`src/rtl/shift_seq_ctrl_if.sv`:
```
// Handshake/strobe bundle between shift_seq_ctrl and its requester, serial source and register.
// Carries the optional abort request when SHIFT_SEQ_CTRL_ABORT_EN is defined.
interface shift_seq_ctrl_if #(
    parameter int unsigned N = 8
);
    localparam int unsigned CW = $clog2(N + 1);

    logic          start;
`ifdef SHIFT_SEQ_CTRL_ABORT_EN
    logic          abort;
`endif
    logic [CW-1:0] shamt;
    logic          ser_valid;
    logic          ser_bit;
    logic          ser_ready;
    logic          Load;
    logic          Shift;
    logic          SerIn;
    logic          busy;
    logic          done;
    logic [CW-1:0] remaining;

    modport master (
`ifdef SHIFT_SEQ_CTRL_ABORT_EN
        output abort,
`endif
        output start, shamt, ser_valid, ser_bit,
        input  ser_ready, Load, Shift, SerIn, busy, done, remaining
    );

    modport slave (
`ifdef SHIFT_SEQ_CTRL_ABORT_EN
        input  abort,
`endif
        input  start, shamt, ser_valid, ser_bit,
        output ser_ready, Load, Shift, SerIn, busy, done, remaining
    );
endinterface

```
`src/rtl/shift_seq_ctrl.sv`:
```
// Load-then-shift sequencer for an N-bit load/shift register fed from a valid/ready serial source.
// Optional feature: define SHIFT_SEQ_CTRL_ABORT_EN to add the abort input.
module shift_seq_ctrl #(
    parameter int unsigned N  = 8,
    parameter int unsigned CW = $clog2(N + 1)
) (
    input logic              clk,
    input logic              rst,
    shift_seq_ctrl_if.slave  bus
);

    typedef enum logic [1:0] {
        S_IDLE  = 2'd0,
        S_LOAD  = 2'd1,
        S_SHIFT = 2'd2,
        S_DONE  = 2'd3
    } state_t;

    state_t        state_q, state_d;
    logic [CW-1:0] rem_q, rem_d;

    logic load, shift, ser_in, ser_ready, busy, done;

    always_ff @(posedge clk) begin
        if (rst) begin
            state_q <= S_IDLE;
            rem_q   <= '0;
        end else begin
            state_q <= state_d;
            rem_q   <= rem_d;
        end
    end

    // Strobes decode from state; Shift/SerIn pass the serial source straight through in SHIFT.
    always_comb begin
        state_d   = state_q;
        rem_d     = rem_q;
        load      = 1'b0;
        shift     = 1'b0;
        ser_in    = 1'b0;
        ser_ready = 1'b0;
        busy      = 1'b0;
        done      = 1'b0;

        case (state_q)
            S_IDLE: begin
                if (bus.start) begin
                    state_d = S_LOAD;
                    rem_d   = (bus.shamt > CW'(N)) ? CW'(N) : bus.shamt;
                end
            end
            S_LOAD: begin
                busy    = 1'b1;
                load    = 1'b1;
                state_d = (rem_q == '0) ? S_DONE : S_SHIFT;
            end
            S_SHIFT: begin
                busy      = 1'b1;
                ser_ready = 1'b1;
                shift     = bus.ser_valid;
                ser_in    = bus.ser_bit;
                if (bus.ser_valid) begin
                    rem_d = rem_q - CW'(1);
                    if (rem_q == CW'(1)) begin
                        state_d = S_DONE;
                    end
                end
            end
            S_DONE: begin
                done    = 1'b1;
                state_d = S_IDLE;
            end
            default: begin
                state_d = S_IDLE;
            end
        endcase

`ifdef SHIFT_SEQ_CTRL_ABORT_EN
        // Abort drops the operation silently: no strobes this cycle, no done afterwards.
        if (bus.abort && (state_q == S_LOAD || state_q == S_SHIFT)) begin
            state_d = S_IDLE;
            rem_d   = '0;
            load    = 1'b0;
            shift   = 1'b0;
            ser_in  = 1'b0;
        end
`endif
    end

    assign bus.Load      = load;
    assign bus.Shift     = shift;
    assign bus.SerIn     = ser_in;
    assign bus.ser_ready = ser_ready;
    assign bus.busy      = busy;
    assign bus.done      = done;
    assign bus.remaining = rem_q;

endmodule
```
`src/flat_wrapper.sv`:
```
// flat-port wrapper written by rule: the top's interface ports become plain ports
module shift_seq_ctrl_flat 
#(
    parameter int unsigned N  = 8,
    parameter int unsigned CW = $clog2(N + 1)
)
  (clk, rst, bus_start, bus_shamt, bus_ser_valid, bus_ser_bit, bus_ser_ready, bus_Load, bus_Shift, bus_SerIn, bus_busy, bus_done, bus_remaining);
  shift_seq_ctrl_if #(.N(N)) bus_i ();
  input logic clk;
  input logic rst;
  input wire logic [$bits(bus_i.start)-1:0] bus_start;
  input wire logic [$bits(bus_i.shamt)-1:0] bus_shamt;
  input wire logic [$bits(bus_i.ser_valid)-1:0] bus_ser_valid;
  input wire logic [$bits(bus_i.ser_bit)-1:0] bus_ser_bit;
  output wire logic [$bits(bus_i.ser_ready)-1:0] bus_ser_ready;
  output wire logic [$bits(bus_i.Load)-1:0] bus_Load;
  output wire logic [$bits(bus_i.Shift)-1:0] bus_Shift;
  output wire logic [$bits(bus_i.SerIn)-1:0] bus_SerIn;
  output wire logic [$bits(bus_i.busy)-1:0] bus_busy;
  output wire logic [$bits(bus_i.done)-1:0] bus_done;
  output wire logic [$bits(bus_i.remaining)-1:0] bus_remaining;
  assign bus_i.start = bus_start;
  assign bus_i.shamt = bus_shamt;
  assign bus_i.ser_valid = bus_ser_valid;
  assign bus_i.ser_bit = bus_ser_bit;
  assign bus_ser_ready = bus_i.ser_ready;
  assign bus_Load = bus_i.Load;
  assign bus_Shift = bus_i.Shift;
  assign bus_SerIn = bus_i.SerIn;
  assign bus_busy = bus_i.busy;
  assign bus_done = bus_i.done;
  assign bus_remaining = bus_i.remaining;
  shift_seq_ctrl #(.N(N), .CW(CW)) u_core (.clk(clk), .rst(rst), .bus(bus_i));
endmodule
```
`config.mk`:
```
export PLATFORM = sky130hd
export DESIGN_NAME = shift_seq_ctrl_flat
export DESIGN_NICKNAME = d
export VERILOG_FILES = /design/src/rtl/shift_seq_ctrl_if.sv /design/src/rtl/shift_seq_ctrl.sv /design/src/flat_wrapper.sv
export SDC_FILE = /design/constraint.sdc
export NUM_CORES = 1
export LEC_CHECK = 0
export ABC_AREA = 1
export CORE_AREA = 2 2 39 41
export CTS_CLUSTER_SIZE = 12
export DETAILED_ROUTE_END_ITERATION = 8
export DIE_AREA = 0 0 41 43
export HOLD_SLACK_MARGIN = 0.15
export PLACE_DENSITY = 0.72
export SYNTH_ARGS = -nofsm -noshare
export SYNTH_HDL_FRONTEND = slang
export SYNTH_SLANG_ARGS = --single-unit
```
`constraint.sdc`:
```
create_clock -name clk -period 1.4 [get_ports clk]
set_input_delay 0.14 -clock clk [delete_from_list [all_inputs] [get_ports clk]]
set_output_delay 0.14 -clock clk [all_outputs]
set_load 0.01 [all_outputs]
```
==> flow_metrics.py <==
metrics = {
    "cts": {
        "htree_levels": 1,
        "cts_sinks": 6,
        "ctsHoldBuffers": 0,
        "clk_pin_slew_ns": 0.05,
        "cts_root_buf": "clkbuf_4",
        "post_cts_buffers": 0,
        "insertion_delay_ns": 0.24,
        "cts_buffers": 3,
        "cts_tree": "yes",
        "cts_buffer_depth": 2,
    },
    "status": {
        "status": "completed",
    },
    "route": {
        "vias": 534,
        "first_pass_iters": 4,
        "wl_mm": 1.20,
        "viasPerCell": 4.56,
        "route.detailed.drc": 0,
        "wire_per_inst_um": 10.3,
        "ant_nets": 0,
        "drtIter0Drc": 12,
    },
    "logic_synthesis": {
        "synthDistinctLibCells": 17,
        "syn-cell-area_um2": 528,
        "synth_flop_cell": "dfxtp_1",
        "synth_common_cells": "nand2_1 (22), inv_1 (13), ha_1 (7)",
        "yosysTopAreaCell": "dfxtp_1",
        "ys_warn_count": 0,
        "avgSynthCellArea_um2": 6.86,
        "ys_ff_latch": 6,
        "synth-seq-area-share_pct": 22.7,
        "yosysMostFrequentCell": "nand2_1",
        "synth-edff-count": 0,
        "synth.top_cell.area_share_pct": 22.7,
        "netlist_instances": 77,
        "syn-num-nets": 93,
        "synthTopCellsByArea": "dfxtp_1 (23%), ha_1 (17%), nand2_1 (16%)",
        "async_flop_share_pct": 0,
    },
    "global_route": {
        "grt_pass1_vias": 471,
        "antenna_found_initial": 0,
        "grt_pass1_wl_mm": 1.90,
        "grt_overflow": 0,
        "grt_max_degree": 8,
        "grtUsageTotal_pct": 16.3,
    },
    "power": {
        "ir_drop_v": 0.000794,
        "p_leak_nw": 0.400,
        "power_density_nw_per_um2": 1830,
    },
    "setup_path": {
        "critPathMaxFanout": 4,
        "r2r_start": "u_core.state_q[0]$_SDFFE_PP0P_",
        "crit_required_ns": 1.26,
        "reg2reg_slack_ns": 0.13,
        "crit_family": "buffers and inverters",
        "cp.arrival_ns": 1.19,
        "r2r_end": "u_core.bus.remaining[2]$_SDFFE_PP0P_",
        "startpoint_type": "flip-flop",
        "cp.depth": 3,
        "critical_path.max_stage_delay_ns": 0.32,
        "critPathKind": "reg2out",
        "worstSetupEndpointType": "primary output",
        "slowest_stage": "dfxtp_2",
        "crit_buf_inv": 2,
        "rr_worst_depth": 8,
        "path_cells": "buf_4, ha_1, dlygate4sd2_1",
    },
    "die": {
        "rows": 14,
        "die_area_um2": 1760,
        "die_height_um": 43,
        "ioPinCount": 19,
        "die_x_um": 41,
        "core_area_um2": 1380,
        "start_util_pct": 38.2,
    },
    "timing": {
        "worst_slew_pin_slew_ns": 0.221,
        "relSlewSlack_pct": 85.2,
        "period_share_pct": 95.2,
        "clock_skew_ns": 0.0000836,
        "finalHoldViolations": 0,
        "setup_violations": 0,
        "setup_slack_ns": 0.0666,
        "slew_violations": 0,
        "hold_slack_ns": 0.508,
        "layout_min_cycle_time_ns": 1.33,
        "fmax_ghz": 0.750,
        "fin_setup_tns_ns": 0,
        "rsz0062_at_grt": "no",
    },
    "placement": {
        "dp_hpwl_um": 928,
        "preCtsSetupSlack_ns": -0.0222,
        "globalplace.congestion": 0.838,
        "portBuffers": 18,
    },
    "hold_path": {
        "min_from": "u_core.bus.remaining[0]$_SDFFE_PP0P_",
        "whs_path_depth": 2,
        "worstHoldEndpoint": "u_core.bus.remaining[0]$_SDFFE_PP0P_",
        "hold_path_class": "reg2reg",
    },
    "layout": {
        "syn2layout_area_growth_pct": 48.8,
        "utilization_pct": 56.8,
        "final_nets": 119,
        "final_layout_size_suffix_gt1_share_pct": 20.8,
        "antenna_cells": 0,
    },
    "run": {
        "drv_cap": 0,
    },
}
-- cell families after synthesis --
kind of cell / share of synthesized area (%)
adder cells (fa/ha/maj): 16.6
AO/OA/AOI/OAI: 11.8
flip-flops: 22.7
buffers and inverters: 13.7
AND/OR/NAND/NOR: 35.1
-- metrics by stage --
step / area, um2 / instances / total power, mW
floorplan: 528 / 77 / 0.907
global placement: 747 / 114 / 1.25
detailed placement: 747 / 114 / 1.26
CTS: 776 / 117 / 1.42
global route: 786 / 117 / 1.58
finish: 786 / 117 / 1.43
-- how the worst max path moves through the flow --
| stage | startpoint | endpoint | slack (ns) |
|---|---|---|---|
| CTS | u_core.state_q[1]$_SDFFE_PP0P_ | bus_busy | 0.007 |
| global route | u_core.state_q[0]$_SDFFE_PP0P_ | u_core.bus.remaining[1]$_SDFFE_PP0P_ | 0.008 |
| finish | u_core.state_q[0]$_SDFFE_PP0P_ | bus_Load | 0.07 |
| global placement | bus_ser_valid | bus_Shift | 0.01 |
| floorplan | u_core.state_q[0]$_SDFFE_PP0P_ | u_core.state_q[1]$_SDFFE_PP0P_ | 0.02 |
| detailed placement | u_core.state_q[0]$_SDFFE_PP0P_ | u_core.bus.remaining[2]$_SDFFE_PP0P_ | -0.02 |
-- power breakdown --
part	leakage [nW]	switching, mW	internal (mW)
clock network	0.0138	0.0628	0.0970
logic	0.335	0.525	0.436
registers	0.0508	0.0671	0.247
total	0.400	0.655	0.779
-- worst register-to-register path, stage by stage, from the launching register on --
cell and delay (ns):
dfxtp_2 0.32, inv_2 0.08, ha_4 0.17, buf_6 0.14, inv_6 0.04, nand2_4 0.05, nand3_4 0.10, o21ai_0 0.17
a21oi_1 0.08
-- area by class of cell --
type / count / area (um2)
fillers: 128 / 598
flip-flops and latches: 6 / 126
clock buffers: 3 / 22.5
repair buffers: 22 / 208
well taps: 16 / 20.0
inverters: 15 / 61.3
multi-input cells: 55 / 348
-- flip-flops by register name, summed over array words and instances (netlist names) --
register	cells
u_core.bus.remaining	4
u_core.state_q	2
-- cells in the final DEF, fill, tap and decap left out, types with 3 or more instances in the layout --
master / instances
nand3_1: 4
ha_1: 6
dlygate4sd2_1: 5
o21ai_0: 4
inv_1: 12
buf_4: 3
clkdlybuf4s50_1: 12
dfxtp_1: 3
nor2_1: 5
a21oi_1: 4
nand2_1: 22
clkbuf_4: 3
-- repair_timing --
| item | in CTS | in global routing |
|---|---|---|
| setup endpoints to repair | 10 | 6 |
| pin swaps | 0 | 1 |
| gates resized for setup | 10 | 6 |
-- metal layers --
metal | vias to the layer above | share of wire, % | GRT usage [%]
li1 | 283 | - | -
met1 | 234 | 46 | 19.8
met2 | 15 | 48 | 24.1
met3 | 2 | 4.3 | 3.14
met4 | 0 | 1.2 | 12.0
met5 | - | 0 | 0
Note: power is estimated with default switching activity, not from simulation.
